--- config.mk ---
export PLATFORM = sky130hd
export DESIGN_NAME = core_run_ctrl
export DESIGN_NICKNAME = d
export VERILOG_FILES = /design/src/rtl/core_run_ctrl.sv
export SDC_FILE = /design/constraint.sdc
export NUM_CORES = 1
export LEC_CHECK = 0
export CAP_MARGIN = 25
export CORE_AREA = 2 2 76 78
export DETAILED_ROUTE_END_ITERATION = 10
export DIE_AREA = 0 0 78 80
export PLACE_DENSITY = 0.83
export SETUP_SLACK_MARGIN = 0.5
export SLEW_MARGIN = 40
export SYNTH_ARGS = -nofsm -noshare
export SYNTH_HDL_FRONTEND = slang
export SYNTH_SLANG_ARGS = --single-unit
--- constraint.sdc ---
create_clock -name clk -period 5.3 [get_ports clk]
set_clock_uncertainty 0.15 [all_clocks]
set_input_delay 1.325 -clock clk [delete_from_list [all_inputs] [get_ports clk]]
set_output_delay 1.325 -clock clk [all_outputs]
set_load 0.005 [all_outputs]
--- src/rtl/core_run_ctrl.sv ---
// Run/debug sequencer for the 4-stage BatPU2 core.
// Drives the core's clk_en and sync_rst: power-on reset sequence, free run,
// halt, N-cycle single-step and one instruction-address breakpoint.
// Every output comes straight from a flop, so the core sees glitch-free
// control lines and async_rst forces the reset values immediately.
module core_run_ctrl #(
  parameter int RST_CYCLES = 4,
  parameter int AUTO_RUN   = 0,
  parameter int CNT_W      = 32
) (
  input  logic             clk,
  input  logic             async_rst,
  input  logic             cmd_valid,
  output logic             cmd_ready,
  input  logic [1:0]       cmd_op,
  input  logic [7:0]       cmd_arg,
  input  logic             bp_en,
  input  logic [9:0]       bp_addr,
  input  logic [9:0]       inst_address,
  output logic             core_clk_en,
  output logic             core_sync_rst,
  output logic [1:0]       run_state,
  output logic             bp_hit,
  output logic [CNT_W-1:0] cycle_count
);

  typedef enum logic [1:0] {
    ST_RESET  = 2'd0,
    ST_HALTED = 2'd1,
    ST_RUN    = 2'd2,
    ST_STEP   = 2'd3
  } state_e;

  localparam logic [1:0] OP_RUN   = 2'd0;
  localparam logic [1:0] OP_HALT  = 2'd1;
  localparam logic [1:0] OP_STEP  = 2'd2;
  localparam logic [1:0] OP_RESET = 2'd3;

  localparam int             RST_W    = (RST_CYCLES > 1) ? $clog2(RST_CYCLES) : 1;
  localparam logic [RST_W-1:0] RST_LAST = RST_W'(RST_CYCLES - 1);

  state_e             state_q, state_d;
  logic [RST_W-1:0]   rst_cnt_q, rst_cnt_d;
  logic [7:0]         step_cnt_q, step_cnt_d;
  logic               bp_skip_q, bp_skip_d;
  logic               bp_hit_q, bp_hit_d;
  logic [CNT_W-1:0]   cycle_count_q, cycle_count_d;
  logic               clk_en_q, sync_rst_q, ready_q;

  logic cmd_acc;
  logic bp_match;

  assign cmd_acc  = cmd_valid && ready_q;
  // Resuming from HALTED sets bp_skip so the instruction we stopped on can
  // execute once without immediately re-hitting the breakpoint.
  assign bp_match = bp_en && !bp_skip_q && (inst_address == bp_addr);

  // Next-state, counter and flag logic.
  always_comb begin
    // NOTE: every signal driven here gets a default first, otherwise any path
    // that skips an assignment would infer a latch.
    state_d       = state_q;
    rst_cnt_d     = '0;
    step_cnt_d    = step_cnt_q;
    bp_skip_d     = bp_skip_q;
    bp_hit_d      = bp_hit_q;
    cycle_count_d = cycle_count_q;

    // Enabled, non-reset core cycle: the core advances on this edge.
    if (state_q == ST_RUN || state_q == ST_STEP) begin
      cycle_count_d = cycle_count_q + 1'b1;
      bp_skip_d     = 1'b0;
    end

    unique case (state_q)
      ST_RESET: begin
        rst_cnt_d = rst_cnt_q + 1'b1;
        if (rst_cnt_q == RST_LAST) begin
          rst_cnt_d = '0;
          state_d   = (AUTO_RUN != 0) ? ST_RUN : ST_HALTED;
        end
      end

      ST_HALTED: begin
        if (cmd_acc) begin
          unique case (cmd_op)
            OP_RUN: begin
              state_d   = ST_RUN;
              bp_hit_d  = 1'b0;
              bp_skip_d = 1'b1;
            end
            OP_STEP: begin
              state_d    = ST_STEP;
              step_cnt_d = (cmd_arg == 8'd0) ? 8'd1 : cmd_arg;
              bp_hit_d   = 1'b0;
              bp_skip_d  = 1'b1;
            end
            OP_RESET: begin
              state_d       = ST_RESET;
              bp_hit_d      = 1'b0;
              cycle_count_d = '0;
            end
            OP_HALT: ;
          endcase
        end
      end

      ST_RUN: begin
        // RESET command beats the breakpoint, which beats HALT.
        if (cmd_acc && cmd_op == OP_RESET) begin
          state_d       = ST_RESET;
          bp_hit_d      = 1'b0;
          cycle_count_d = '0;
        end else if (bp_match) begin
          state_d  = ST_HALTED;
          bp_hit_d = 1'b1;
        end else if (cmd_acc && cmd_op == OP_HALT) begin
          state_d = ST_HALTED;
        end
      end

      ST_STEP: begin
        step_cnt_d = step_cnt_q - 8'd1;
        if (bp_match) begin
          state_d  = ST_HALTED;
          bp_hit_d = 1'b1;
        end else if (step_cnt_q == 8'd1) begin
          state_d = ST_HALTED;
        end
      end
    endcase
  end

  // State and counter registers.
  always_ff @(posedge clk or posedge async_rst) begin
    if (async_rst) begin
      state_q       <= ST_RESET;
      rst_cnt_q     <= '0;
      step_cnt_q    <= '0;
      bp_skip_q     <= 1'b0;
      bp_hit_q      <= 1'b0;
      cycle_count_q <= '0;
    end else begin
      // NOTE: non-blocking assignments so every flop samples the pre-edge
      // values; blocking here would let later lines see already-updated state.
      state_q       <= state_d;
      rst_cnt_q     <= rst_cnt_d;
      step_cnt_q    <= step_cnt_d;
      bp_skip_q     <= bp_skip_d;
      bp_hit_q      <= bp_hit_d;
      cycle_count_q <= cycle_count_d;
    end
  end

  // Core control outputs registered from the next state.
  always_ff @(posedge clk or posedge async_rst) begin
    if (async_rst) begin
      clk_en_q   <= 1'b1;
      sync_rst_q <= 1'b1;
      ready_q    <= 1'b0;
    end else begin
      clk_en_q   <= (state_d != ST_HALTED);
      sync_rst_q <= (state_d == ST_RESET);
      ready_q    <= (state_d == ST_HALTED) || (state_d == ST_RUN);
    end
  end

  assign core_clk_en   = clk_en_q;
  assign core_sync_rst = sync_rst_q;
  assign cmd_ready     = ready_q;
  assign run_state     = state_q;
  assign bp_hit        = bp_hit_q;
  assign cycle_count   = cycle_count_q;

endmodule

==> results.cfg <==
[yosys]
yosysWarnings = 0
synth_fp_nets = 340
synth_edf_count = 0
yosysSeqAreaShare_pct = 44.5
yosys.area_share.adder_pct = 4.53
yosys-mux-area-fraction_pct = 0.363
synth_compound_area_share_pct = 11.3
ys.flop_type = dfrtp_1
synthDistinctLibCells = 41
synthSimpleGateAreaFrac_pct = 23.8
ys_async_sr_fraction_pct = 100
synth_xor_area_share_pct = 12.1
synth_top_family_by_area = simple AND/OR/NAND/NOR gates
syn-mean-instance-area_um2 = 9.32
syn_area_um2 = 2760
syn_inst = 296
synth-seq-cells = 49

[sta]
grt_setup_unrepaired = false
fin_crit_sh_pct = 57.7
drv_slew = 0
relSlewSlack_pct = 50.0
max_freq_ghz = 0.327
setup_slack_ns = 2.24
fin_crit_ns = 3.06
hold_viol_final = 0
setup_viol = 0
fin_tns_setup_ns = 0
worst_slew_pin_slew_ns = 0.745

[global_route]
grt_overflow_total = 0
track_usage_pct = 21.8
grtUsageMet1_pct = 27.1
grt_pass1_vias = 2468
met3_usage_pct = 4.30
grt_pass1_wl_mm = 11.0
grt_max_degree = 50
antenna_found_initial = 0
top_usage_layer = met2
use_met2_pct = 38.9

[layout]
final_common_cell = clkdlybuf4s50_1
area_growth_pct = 31.1
design_area_um2 = 3620
layout_common_cells = 71 x clkdlybuf4s50_1, 47 x dfrtp_1, 42 x nor2_1
drive_gt1_share_pct = 4.12
ff_latch_area_um2 = 1230
nets = 407
antenna_cells = 0
fillCellCount = 449
multi_input_area_um2 = 1440

[pwr]
power.internal_uw = 745
p_leak_nw = 1.59
p_per_area_nw_per_um2 = 332
switching_share_pct = 38.0
ir_worst_vdd_mv = 0.194
switchingPower_uw = 457
p_seq_share_pct = 42.9
clock_power_share_pct = 19.5
pwr-share-comb_pct = 37.7

[clocking]
cts_made_buffers = 5
htree_num_levels = 2
cts_buffer_depth = 2
cts_tree = built
cts_sinks = 49
cts_root_buf = clkbuf_8
cts_resized = 0
post_cts_buffers = 0
clk_latency_ns = 0.30
cts.clk_slew.worst_paths_ns = 0.09
hold_buffers = 0

[worst_setup_path]
reg2reg_slack_ns = 2.46
r2r_start = run_state[0]
rr_endpoint = cycle_count[19]
worstPathArrival_ns = 3.11
worst_ep_required_time_ns = 5.35
r2r_cells = 6
critPathCaptureType = flop
critical_path_class = in2reg
worstSetupStartpointType = input port
critPathMaxFanout = 6

[route]
totalWireLength_mm = 6.58
drt_pass1_iterations = 4
avgViaCountPerCell = 5.58
wl_per_cell_um = 15.1
ant_nets = 0
drc = 0
drt_iter0_drc = 120
num_vias = 2432

[run_status]
status = finished, final reports clean

[place]
place_congestion = 0.839
hpwlAfterDp_mm = 4.69
place_area_um2 = 3520
portBuffers = 71
dp_slack_ns = 1.94

[worst_hold_path]
hold_depth = 1
hold_start = rst_cnt_q[0]
hold_path_class = reg2reg
worstHoldEndpoint = rst_cnt_q[0]

[job]
max_cap_violations = 0

[floorplan]
fp.dieW_um = 78
dieArea_um2 = 6240
io_pins = 72
core_um2 = 5410
fp-row-count = 27
dieHeight_um = 80
initial_core_util_pct = 51.1
[logic make-up after synthesis]
logic type / count (synthesis)
xor+xnor: 38
simple gates: 123
fa+ha+maj: 10
buf+inv: 25
compound gates: 50
flops: 49
mux: 1
[power by group through the flow]
stage	Combinational, mW	Sequential, mW	Clock (mW)
2_1_floorplan	0.315	0.508	0
3_3_place_gp	0.436	0.518	0
3_5_place_dp	0.450	0.522	0
4_1_cts	0.457	0.514	0.236
5_1_grt	0.521	0.528	0.253
6_report	0.453	0.516	0.234
[metrics by stage]
step	hold WS (ns)	cells	total power [mW]	utilization, %
4_1_cts	0.302	436	1.21	66.9
6_report	0.300	436	1.20	66.9
2_1_floorplan	0.260	296	0.822	-
5_1_grt	0.315	436	1.30	66.9
3_3_place_gp	0.274	428	0.954	65.1
3_5_place_dp	0.286	428	0.972	65.2
[worst max path at each step]
stage | end | start | slack, ns | depth (start not counted)
2_1_floorplan | cmd_ready | cmd_op[0] | 2.56 | 8
3_3_place_gp | cycle_count[16] | cmd_op[1] | 1.81 | 5
3_5_place_dp | cmd_ready | cmd_op[0] | 1.94 | 8
4_1_cts | cmd_ready | cmd_op[0] | 2.26 | 8
5_1_grt | cmd_ready | cmd_op[1] | 2.03 | 8
6_report | cmd_ready | cmd_op[0] | 2.24 | 8
[routing by layer]
layer / wire length, um / share of wire (%)
met3: 386 / 5.9
met1: 2920 / 44
met5: 0 / 0
met2: 3220 / 49
met4: 64 / 0.97
[state kept, by name, summed over array words and instances, names as in the netlist]
name           cells
run_state          2
bp_hit             1
rst_cnt_q          2
core_sync_rst      1
bp_skip_q          1
core_clk_en        1
step_cnt_q         8
cycle_count       32
cmd_ready          1
[layout make-up]
cell class,count,share of cell area (%)
clock buffer,7,2.39
clock inverter,1,0.208
inverter,14,1.52
multi-input combinational,222,39.8
sequential,49,34.0
tap,72,2.49
timing repair buffer,71,19.6
[cells in the mapped netlist (all sizes together) (3+ instances only)]
library cell  instances  area [um^2]
o21ai                14         70.1
xor2                 35          307
nand4                17          128
o22ai                 5         31.3
clkbuf               11         41.3
ha                   10          125
a21oi                13         65.1
nand3                18         90.1
and3                  4         25.0
nor4                  5         46.3
a21o                  4         30.0
a211oi                3         22.5
and2                  4         25.0
or3                   4         25.0
nor2                 42          158
inv                  14         52.6
nor3                  5         25.0
xnor2                 3         26.3
nand2                13         48.8
dfrtp                47         1180
[critical path, cell delays in order]
cell             delay [ns]
clkdlybuf4s50_1        0.53
and3b_1                0.26
nand2_1                0.08
o21ai_0                0.09
a211oi_1               0.38
a21oi_1                0.12
ha_1                   0.29
inv_1                  0.03
Note: power is estimated with default switching activity, not from simulation.
